--- src/rtl/depuncturer_pkg.sv ---
// Shared WiFi demodulator definitions: code-rate encodings and depuncturing tables.
// Latency: n/a (types, constants and helpers only).
// Backpressure: n/a.
package depuncturer_pkg;

  // Code rate as carried on the rate input
  typedef enum logic [1:0] {
    RATE_1_2 = 2'd0,
    RATE_2_3 = 2'd1,
    RATE_3_4 = 2'd2,
    RATE_5_6 = 2'd3
  } rate_e;

  localparam int unsigned SOFT_W     = 3;
  localparam int unsigned PHASE_W    = 3;
  localparam int unsigned PAIR_CNT_W = 16;

  // Number of received soft bits per puncturing period, indexed by rate
  localparam logic [PHASE_W-1:0] PERIOD_LEN [4] = '{3'd2, 3'd3, 3'd4, 3'd6};

  // Bit p set when received position p of the period is a B bit.
  //   1/2: A1 B1            2/3: A1 B1 A2
  //   3/4: A1 B1 A2 B3      5/6: A1 B1 A2 B3 A4 B5
  localparam logic [7:0] B_POS_MASK [4] = '{
    8'b0000_0010,
    8'b0000_0010,
    8'b0000_1010,
    8'b0010_1010
  };

  // Phase index of the last received position in the period
  function automatic logic [PHASE_W-1:0] period_last_phase(input logic [1:0] rate);
    return PERIOD_LEN[rate] - 3'd1;
  endfunction

endpackage

--- src/rtl/depuncture_pattern.sv ---
// Maps (rate, phase) to the role of the received soft bit in the puncturing period.
// Latency: combinational, zero cycles.
// Backpressure: none; pure lookup.
module depuncture_pattern
  import depuncturer_pkg::*;
(
  input  logic [1:0]         rate_i,
  input  logic [PHASE_W-1:0] phase_i,
  output logic               is_b_o,
  output logic               emit_o,
  output logic               period_last_o
);

  // Table lookup; phase 0 is always A1, which is held rather than emitted
  always_comb begin
    is_b_o        = B_POS_MASK[rate_i][phase_i];
    emit_o        = (phase_i != '0);
    period_last_o = (phase_i == period_last_phase(rate_i));
  end

endmodule

--- src/rtl/depuncturer.sv ---
// Rebuilds mother-code A/B soft-bit pairs from a punctured serial stream, inserting erasures.
// Latency: one cycle from the completing input to the registered output pair.
// Backpressure: none; at most one input per cycle yields at most one pair per cycle.
module depuncturer
  import depuncturer_pkg::*;
#(
  parameter int          Z         = 0,
  parameter logic [2:0]  ERASE_VAL = 3'h0
) (
  input  logic                  clk_i,
  input  logic                  rst_n_i,
  input  logic                  pkt_start_i,
  input  logic [1:0]            rate_i,
  input  logic [SOFT_W-1:0]     data_in_i,
  input  logic                  data_in_dv_i,
  output logic [SOFT_W-1:0]     data_a_o,
  output logic [SOFT_W-1:0]     data_b_o,
  output logic                  erase_a_o,
  output logic                  erase_b_o,
  output logic                  data_out_dv_o,
  output logic [PAIR_CNT_W-1:0] pair_cnt_o
);

  // Registers update with zero delay; a nonzero Z has no synthesizable meaning here
  if (Z != 0) begin : g_z_nonzero
    $error("depuncturer: only Z = 0 is supported");
  end

  logic [1:0]            rate_q, rate_d;
  logic [PHASE_W-1:0]    phase_q, phase_d;
  logic [SOFT_W-1:0]     held_a_q, held_a_d;
  logic [SOFT_W-1:0]     data_a_q, data_a_d;
  logic [SOFT_W-1:0]     data_b_q, data_b_d;
  logic                  erase_a_q, erase_a_d;
  logic                  erase_b_q, erase_b_d;
  logic                  out_dv_q, out_dv_d;
  logic [PAIR_CNT_W-1:0] pair_cnt_q, pair_cnt_d;

  // Packet-start view of the state: a start re-bases everything before the
  // coincident input (if any) is interpreted, so that input becomes phase 0
  logic [1:0]            rate_cur;
  logic [PHASE_W-1:0]    phase_cur;
  logic [SOFT_W-1:0]     held_a_cur;
  logic [PAIR_CNT_W-1:0] pair_cnt_cur;

  logic is_b, emit, period_last;

  // Select live state or freshly restarted packet state
  always_comb begin
    rate_cur     = rate_q;
    phase_cur    = phase_q;
    held_a_cur   = held_a_q;
    pair_cnt_cur = pair_cnt_q;
    if (pkt_start_i) begin
      rate_cur     = rate_i;
      phase_cur    = '0;
      held_a_cur   = '0;
      pair_cnt_cur = '0;
    end
  end

  depuncture_pattern u_pattern (
    .rate_i        (rate_cur),
    .phase_i       (phase_cur),
    .is_b_o        (is_b),
    .emit_o        (emit),
    .period_last_o (period_last)
  );

  // Next state: advance phase on valid input, hold A1 or build the output pair
  always_comb begin
    rate_d     = rate_cur;
    phase_d    = phase_cur;
    held_a_d   = held_a_cur;
    pair_cnt_d = pair_cnt_cur;
    data_a_d   = data_a_q;
    data_b_d   = data_b_q;
    erase_a_d  = erase_a_q;
    erase_b_d  = erase_b_q;
    out_dv_d   = 1'b0;
    if (data_in_dv_i) begin
      phase_d = period_last ? '0 : phase_cur + 3'd1;
      if (!emit) begin
        held_a_d = data_in_i;
      end else begin
        out_dv_d   = 1'b1;
        pair_cnt_d = pair_cnt_cur + 16'd1;
        if (phase_cur == 3'd1) begin
          // B1 completes the only unpunctured pair of the period
          data_a_d  = held_a_cur;
          data_b_d  = data_in_i;
          erase_a_d = 1'b0;
          erase_b_d = 1'b0;
        end else if (is_b) begin
          data_a_d  = ERASE_VAL;
          data_b_d  = data_in_i;
          erase_a_d = 1'b1;
          erase_b_d = 1'b0;
        end else begin
          data_a_d  = data_in_i;
          data_b_d  = ERASE_VAL;
          erase_a_d = 1'b0;
          erase_b_d = 1'b1;
        end
      end
    end
  end

  // State and output registers; reset aborts any packet in flight
  always_ff @(posedge clk_i or negedge rst_n_i) begin
    if (!rst_n_i) begin
      rate_q     <= RATE_1_2;
      phase_q    <= '0;
      held_a_q   <= '0;
      data_a_q   <= '0;
      data_b_q   <= '0;
      erase_a_q  <= 1'b0;
      erase_b_q  <= 1'b0;
      out_dv_q   <= 1'b0;
      pair_cnt_q <= '0;
    end else begin
      rate_q     <= rate_d;
      phase_q    <= phase_d;
      held_a_q   <= held_a_d;
      data_a_q   <= data_a_d;
      data_b_q   <= data_b_d;
      erase_a_q  <= erase_a_d;
      erase_b_q  <= erase_b_d;
      out_dv_q   <= out_dv_d;
      pair_cnt_q <= pair_cnt_d;
    end
  end

  assign data_a_o      = data_a_q;
  assign data_b_o      = data_b_q;
  assign erase_a_o     = erase_a_q;
  assign erase_b_o     = erase_b_q;
  assign data_out_dv_o = out_dv_q;
  assign pair_cnt_o    = pair_cnt_q;

endmodule

--- config.mk ---
export PLATFORM = sky130hd
export DESIGN_NAME = depuncturer
export DESIGN_NICKNAME = d
export VERILOG_FILES = /design/src/rtl/depuncturer_pkg.sv /design/src/rtl/depuncture_pattern.sv /design/src/rtl/depuncturer.sv
export SDC_FILE = /design/constraint.sdc
export NUM_CORES = 1
export LEC_CHECK = 0
export CAP_MARGIN = 20
export CORE_ASPECT_RATIO = 0.75
export CORE_MARGIN = 4
export CORE_UTILIZATION = 40
export DETAILED_ROUTE_END_ITERATION = 6
export PLACE_DENSITY = 0.67
export SYNTH_ARGS = -nofsm -noshare
export SYNTH_HDL_FRONTEND = slang
export SYNTH_HIERARCHICAL = 1
export SYNTH_SLANG_ARGS = --single-unit
--- constraint.sdc ---
create_clock -name clk_i -period 2.1 [get_ports clk_i]
set_input_delay 0.315 -clock clk_i [delete_from_list [all_inputs] [get_ports clk_i]]
set_output_delay 0.315 -clock clk_i [all_outputs]
set_load 0.005 [all_outputs]
# After elaboration in Yosys (flattened, before gate mapping)
# Cells that the tools add are included.
[word_totals]
regBits = 33
in_bits = 9
out_inout_bits = 25
[classes]
addsub = 3
n_lt_le_gt_ge = 2
n_eq_ne = 2
n_mux = 28
bitwise_logic = 1
reduce_logical = 2
[op_table]
columns = ["operator", "n"]
rows = [
  ["2-to-1 mux 16 bit", 3],
  ["2-to-1 mux 3 bit", 12],
  ["adder 16 x 1 -> 16 bit (second input constant)", 1],
  ["binary-select mux 8 bit (select 2 bit)", 1],
  ["2-to-1 mux 8 bit", 2],
  ["2-to-1 mux 1 bit", 7],
  ["binary-select mux 3 bit (select 2 bit)", 1],
  ["less-than comparator 3 x 4 -> 1 bit (second input constant)", 1],
  ["adder 3 x 1 -> 3 bit (second input constant)", 1],
  ["binary-select mux 1 bit (select 3 bit)", 1],
  ["== test 3 x 1 -> 1 bit (second input constant)", 1],
  ["== test 3 bit", 1],
  [">= comparator 3 bit (second input constant)", 1],
  ["inverter 2 -> 3 bit", 1],
  ["nonzero test 3 bit", 1],
  ["subtractor 3 x 1 -> 3 bit (second input constant)", 1],
  ["2-to-1 mux 2 bit", 1],
  ["AND reduction 2 bit", 1],
]

# Logic depth before layout (Yosys ltp)
[logic_depth]
ltp_word = 9
mapped_depth = 10
depth_no_buf = 8

# Hierarchy
# The synthesis kept the hierarchy.
[modules_own_cells]
columns = ["mod", "instances", "cells_per_inst", "area_per_inst_um2", "seq_area_each_um2"]
rows = [
  ["depuncturer", 1, 158, 1581.5, 825.8],
  ["depuncture_pattern", 1, 12, 102.6, 0.0],
]

# Worst setup path after synthesis
# OpenSTA, ideal clock, no wires.
[synth_path]
kind = "input to register"
from = "in pkt_start_i"
to = "reg pair_cnt_q[15] (netlist: pair_cnt_o[15])"
setup_time_ns = 0.078
arrival_ns = 2.254
t_required_ns = 2.022
slack_ns = -0.232
stages = 8
path_buffers = 2
cell_sequence = "clkbuf_1 > nor2b_1 > or3_1 > nand2_1 > or4_1 > buf_2 > or4_1 > a21oi_1"
[synth_between]
elab_chain_len = 4
word_cells_on_any_way = 6
cone_classes = "add/sub: 1; mux: 4; reduce/logical: 1"
[synth_lines]
columns = ["element", "line", "rtl"]
rows = [
  ["start: declaration", "depuncturer.sv:12", "input logic pkt_start_i,"],
  ["2-to-1 mux 3 bit", "depuncturer.sv:54", "if (pkt_start_i) begin"],
  ["net phase_cur[0]", "depuncturer.sv:42", "logic [PHASE_W-1:0] phase_cur;"],
  ["nonzero test 3 bit", "depuncture_pattern.sv:17", "emit_o = (phase_i != '0);"],
  ["net emit", "depuncturer.sv:46", "logic is_b, emit, period_last;"],
  ["2-to-1 mux 16 bit", "depuncturer.sv:83", "if (!emit) begin"],
  ["2-to-1 mux 16 bit", "depuncturer.sv:81", "if (data_in_dv_i) begin"],
  ["net pair_cnt_d[15]", "depuncturer.sv:37", "logic [PAIR_CNT_W-1:0] pair_cnt_q, pair_cnt_d;"],
  ["end signal: assignment", "depuncturer.sv:130", "pair_cnt_q <= pair_cnt_d;"],
  ["end: declaration", "depuncturer.sv:37", ""],
]
# The timed path passes the listed nets, and every way through them passes these cells.
# A chain may end at the register's enable or synchronous reset.

# Worst setup path after layout
# Same ends and word-level chain as after synthesis.

==> metrics.txt <==
MaxCap Viol Count 0; delay-heaviest family, CP simple AND/OR/NAND/NOR gates; CP Capture Type flop; syn_area_per_cell 9.907 um^2; wire per inst 14.18 um; Hold Slack between 0.4 and 0.5 ns; largest net degree at the start of global routing 34; Finished Core Util 58.15%; DRT iter0 DRCs 81; crit path kind in -> reg; Starting Density around two fifths; most frequent cell after synthesis dfrtp_1; Yosys top cell area share 49.03%; clock slew at reported path FFs 0.07 ns; Max Used Layer met4; Final period util between 90% and 100%; first-pass GRT wire length 6.741 mm; Die ar. 5323 um^2; outcome finished clean; critical path required time 2.31 ns; final setup violation count 0; Worst R2R Setup Slack about 0.25 ns; Num CTS Buffers 5; core box area 4054 um^2; worst r2r path cells 7; post-synthesis instance total 170; Tot Pwr 1.621 mW; most used flip-flop cell after synthesis dfrtp_1; crit-path max cell delay approximately 0.52 ns; CP max-delay cell or4_4; R2R Path Start phase_q[2]; largest area contributor in the netlist dfrtp_1; initial antenna violation count 0; sequential area share after synthesis between 40% and 50%; Leakage 1.012 nW; Worst Path Arrival around 2.2 ns; Port Buffers 33; Post-synth EDFFs 0; Sinks on Clock Net 33; Least-Margin Pin Slew 0.4164 ns; H-tree depth 2; top post-synthesis cells by count dfrtp_1 (33), nand2_1 (19), nor2_1 (10), o21ai_0 (10); Final ANT Viol Nets 0; vias after detailed routing 1448; Synth Net Count 185; startpoint types input pin; detailed placement HPWL 3.058 mm; DRC 0; max-slew violation count 0; GRT Total Usage 15.74%; Die Width between 80 and 90 um; Clock Skews between 0.004 and 0.005 ns; routed length on met3 around 200 um; Power Density around 690 nW/um^2; flops & latches, synth 33; max frequency 509.5 MHz; clk buf depth 2; Synth cell types 35; Final Critical Period 1.963 ns; Area Growth Syn to Fin 39.97%; Antenna Cells 0; Min-Delay Path Class in -> async; Placer Congestion 0.7820; worst relative slew slack 72.24%; CTS root buffer clkbuf_8; latest clock arrival within the worst-skew pair around 0.28 ns; Vias/cell between 5 and 6; Nets 241; vias in the first global route 1398; Ys Warns 6; worst-path maximum fanout 7; layout cells sized above 1 21.59%; Async SR Flop Fraction 100.0%; GRT overflow 0; Met1 Wirelength 1.847 mm; Peak VDD IR approximately 0.40 mV; CP Buf/Inv Count 2; RSZ-0062 raised after global routing no; metal2 WL 1.905 mm; IO Pins 34; crit path cell chain dlygate4sd2_1, buf_4, nor2b_4, or3_4, nand2_1, or4_4, or4_1, a21oi_1; Synth Cell Area 1684 um^2; Routed WL 3.998 mm; drt first pass iters 4; crit path launch pkt_start_i; synth top area cells dfrtp_1 (49%), xnor2_1 (4.7%), ha_1 (4.5%); Final Hold Viols 0; TritonCTS clock tree built; Die Height 64.20 um; Cell Rows 20; r2r endpoint pair_cnt_o[15]
how the worst max path moves through the flow:
stage | endpoint | slack (ns) | cells past startpoint
3_3_place_gp | pair_cnt_o[14] | -0.40 | 8
6_report | pair_cnt_o[15] | 0.14 | 8
4_1_cts | pair_cnt_o[12] | 0.05 | 8
3_5_place_dp | pair_cnt_o[12] | -0.45 | 8
5_1_grt | data_b_o[0] | 0.04 | 8
2_1_floorplan | pair_cnt_o[15] | 0.02 | 9
per-layer routing:
layer  GRT usage [%]  up-vias
li1                -      700
met3           3.995        7
met5               0        -
met1           21.08      710
met4           4.898        0
met2           25.10       31
registers in the layout, summed over array words and instances, names as in the netlist:
register       count
rate_q             2
phase_q            3
held_a_q           3
data_a_o           3
erase_b_o          1
data_b_o           3
pair_cnt_o        16
erase_a_o          1
data_out_dv_o      1
worst register-to-register path, stage by stage (launching register included):
cell and delay [ns]:
dfrtp_1 0.34, nand2b_1 0.07, inv_1 0.08, or3_4 0.13, nand2_1 0.06, or4_4 0.52
or4_1 0.42, a21oi_1 0.16
final cells by class:
cell class	instances	area [um^2]
Fill cell	371	1697
Sequential cell	33	825.8
Multi-Input combinational cell	124	837.1
Clock buffer	5	68.82
Tap cell	55	68.82
Timing Repair Buffer	56	514.2
Inverter	6	25.02
Clock inverter	3	17.52
placed cells by master (no fill, tap or decap), types with 7 or more instances in the layout:
| master | instances |
|---|---|
| xnor2_1 | 9 |
| nor2_1 | 10 |
| dfrtp_1 | 33 |
| clkdlybuf4s50_1 | 32 |
| buf_4 | 22 |
| o21ai_0 | 10 |
| nand2_1 | 19 |
| nand3_1 | 7 |
| a21oi_1 | 8 |
per-stage QoR:
stage | std cells | setup TNS, ns | cell area [um^2] | setup slack [ns]
6_report | 282 | 0 | 2357 | 0.1373
5_1_grt | 282 | 0 | 2357 | 0.03943
4_1_cts | 282 | 0 | 2345 | 0.05146
3_5_place_dp | 274 | -6.968 | 2260 | -0.4537
3_3_place_gp | 274 | -6.054 | 2260 | -0.3971
2_1_floorplan | 170 | 0 | 1718 | 0.01733
kinds of logic after synthesis:
family / after synthesis / share of synthesized area (%)
compound gates: 25 / 8.173
xor+xnor: 11 / 5.721
fa+ha+maj: 6 / 4.458
buf+inv: 13 / 3.194
flops: 33 / 49.03
mux: 7 / 4.606
simple gates: 75 / 24.81
where the power goes:
| group | internal [mW] | leakage, nW | total [mW] | switching [mW] |
|---|---|---|---|---|
| clock network | 0.228 | 0.0439 | 0.467 | 0.239 |
| logic | 0.233 | 0.532 | 0.401 | 0.168 |
| registers | 0.713 | 0.437 | 0.753 | 0.0406 |
timing repair:
action | CTS | global route
buffers inserted | 0 | 0
setup endpoints to repair | 12 | 3
hold buffers | 0 | 0
gates cloned | 0 | 0
resized for setup | 1 | 4
Power figures use the tool's default switching activity.
==> variant (config.mk and constraints unchanged) <==
The package constant `SOFT_W` goes from 3 to 6.
--- a/src/rtl/depuncturer_pkg.sv
+++ b/src/rtl/depuncturer_pkg.sv
@@ -12,5 +12,5 @@
   } rate_e;
 
-  localparam int unsigned SOFT_W     = 3;
+  localparam int unsigned SOFT_W     = 6;
   localparam int unsigned PHASE_W    = 3;
   localparam int unsigned PAIR_CNT_W = 16;
Interface: changed (resized data_a_o, data_b_o and data_in_i); port bits go from 34 to 43. The function was not compared with the original's and may differ.
==> variant against the original RTL <==
Synthesized cell count rose by 15%; area after synthesis rose by 25%; via count rose by 15%; die area rose by 22%; sequential share of layout area rose by 1.6 points; power rose by 37%; non-clock buffer count rose by 11; cell area rose by 22%; worst setup slack improved by 0.040 ns; sequential cell count rose by 9; wire length rose by 27%; core utilization fell by 0.51 points; critical endpoint unchanged.
==> variant: results (changes against the original RTL) <==
| Stage | Item | Value | Delta |
|:---|:---|:---|:---|
| status | Outcome | completed | unchanged |
| setup path | Cell with the largest stage delay on the worst path | sky130_fd_sc_hd__or3_4 | was sky130_fd_sc_hd__or4_4 |
| drt | Initial drt markers | 99 | was 81 |
| synthesis | Fraction of the mapped netlist area in compound gates | 0.0822 | was 0.0817 |
| setup path | Maximum net fanout on the critical path | 6 | was 7 |
| drt | Overall via count from detail_route | 1671 | was 1448 |
| place | Gpl congestion | 0.777 | was 0.782 |
| synthesis | Number of unique standard cell types used by synthesis | 37 | was 35 |
| setup path | Crit. path cell count | 9 | was 8 |
| synthesis | Leading cell types by total area after synthesis | sky130_fd_sc_hd__dfrtp_1, sky130_fd_sc_hd__mux2_2, sky130_fd_sc_hd__xnor2_1 | was sky130_fd_sc_hd__dfrtp_1, sky130_fd_sc_hd__xnor2_1, sky130_fd_sc_hd__ha_1 |
| setup path | Capture point of the worst reg-to-reg path | pair_cnt_o[12]$_DFF_PN0_ | was pair_cnt_o[15]$_DFF_PN0_ |
| pwr | Highest ir drop seen on vdd | 0.000423 V | was 0.000401 V |
| global routing | Pin count of the biggest net entering global routing | 43 | was 34 |
| clock tree | Number of gates given a new drive strength after cts | 4 | was 1 |
| layout | Final-layout fill cell count | 447 | was 371 |
| layout | Layout Nets | 278 | was 241 |
| place | Detailed placer's ending HPWL | 3.81 mm | was 3.06 mm |
| setup path | Biggest cell delay along the critical path | 0.40 ns | was 0.52 ns |
| pwr | Static Leakage | 1.27 nW | was 1.01 nW |
| sta | Max frequency | 520 MHz | was 510 MHz |
| setup path | Worst Reg2Reg Path Length in Cells | 5 | was 7 |
| drt | Avg WL per Cell | 15.3 um | was 14.2 um |
| sta | Worst hold slack after final layout | 0.0840 ns | was 0.429 ns |
| place | Placed instance count | 325 | was 274 |
| place | PortBufs | 42 | was 33 |
| synthesis | Arithmetic-cell share of the synthesized area counting full adders, half adders and majority gates | 0.0358 | was 0.0446 |
| synthesis | Xor and xnor fraction of the mapped netlist area | 0.0584 | was 0.0572 |
| synthesis | Syn nets | 213 | was 185 |
| global routing | First-pass GRT wire length | 8.45 mm | was 6.74 mm |
| synthesis | Mux share of post-synthesis cell area | 0.0584 | was 0.0461 |
| setup path | WP data arrival | 2.14 ns | was 2.18 ns |
| synthesis | Count of mapped cells out of synthesis | 195 | was 170 |
==> variant: worst register-to-register path, cell delays in order (launching register included) <==
cell,delay [ns]
sky130_fd_sc_hd__dfrtp_1,0.42
sky130_fd_sc_hd__nor2b_1,0.21
sky130_fd_sc_hd__ha_1,0.23
sky130_fd_sc_hd__nand4_1,0.13
sky130_fd_sc_hd__or4_2,0.62
sky130_fd_sc_hd__a21oi_1,0.16
==> variant: logic make-up (layout without fill, tap and decap cells) <==
kind of cell | after synthesis | in the layout
AO/OA/AOI/OAI | 26 | 26
XOR/XNOR | 14 | 14
adder cells (fa/ha/maj) | 6 | 6
buffers and inverters | 15 | 81
flip-flops | 42 | 42
multiplexers | 11 | 11
AND/OR/NAND/NOR | 81 | 81
==> variant: power breakdown <==
| group | internal (W) | total (W) | switching [W] |
|---|---|---|---|
| Sequential | 0.000932 | 0.00100 | 0.0000692 |
| Combinational | 0.000355 | 0.000582 | 0.000228 |
| Clock | 0.000355 | 0.000633 | 0.000278 |
| Total | 0.00164 | 0.00222 | 0.000575 |
==> variant: per-layer routing <==
layer | track usage | up-vias | wire length (um)
li1 | - | 818 | -
met1 | 0.247 | 807 | 2580
met2 | 0.240 | 42 | 2220
met3 | 0.0372 | 4 | 229
met4 | 0.0435 | 0 | 61
met5 | 0 | - | 0
==> variant: area by class of cell <==
| cell class | instances | area, sq um | share of cell area |
|---|---|---|---|
| inverter | 6 | 22.5 | 0.00784 |
| timing repair buffer | 67 | 606 | 0.211 |
| sequential | 42 | 1050 | 0.366 |
| tap | 72 | 90.1 | 0.0314 |
| clock inverter | 2 | 37.5 | 0.0131 |
| clock buffer | 6 | 72.6 | 0.0253 |
| multi-input combinational | 138 | 992 | 0.346 |
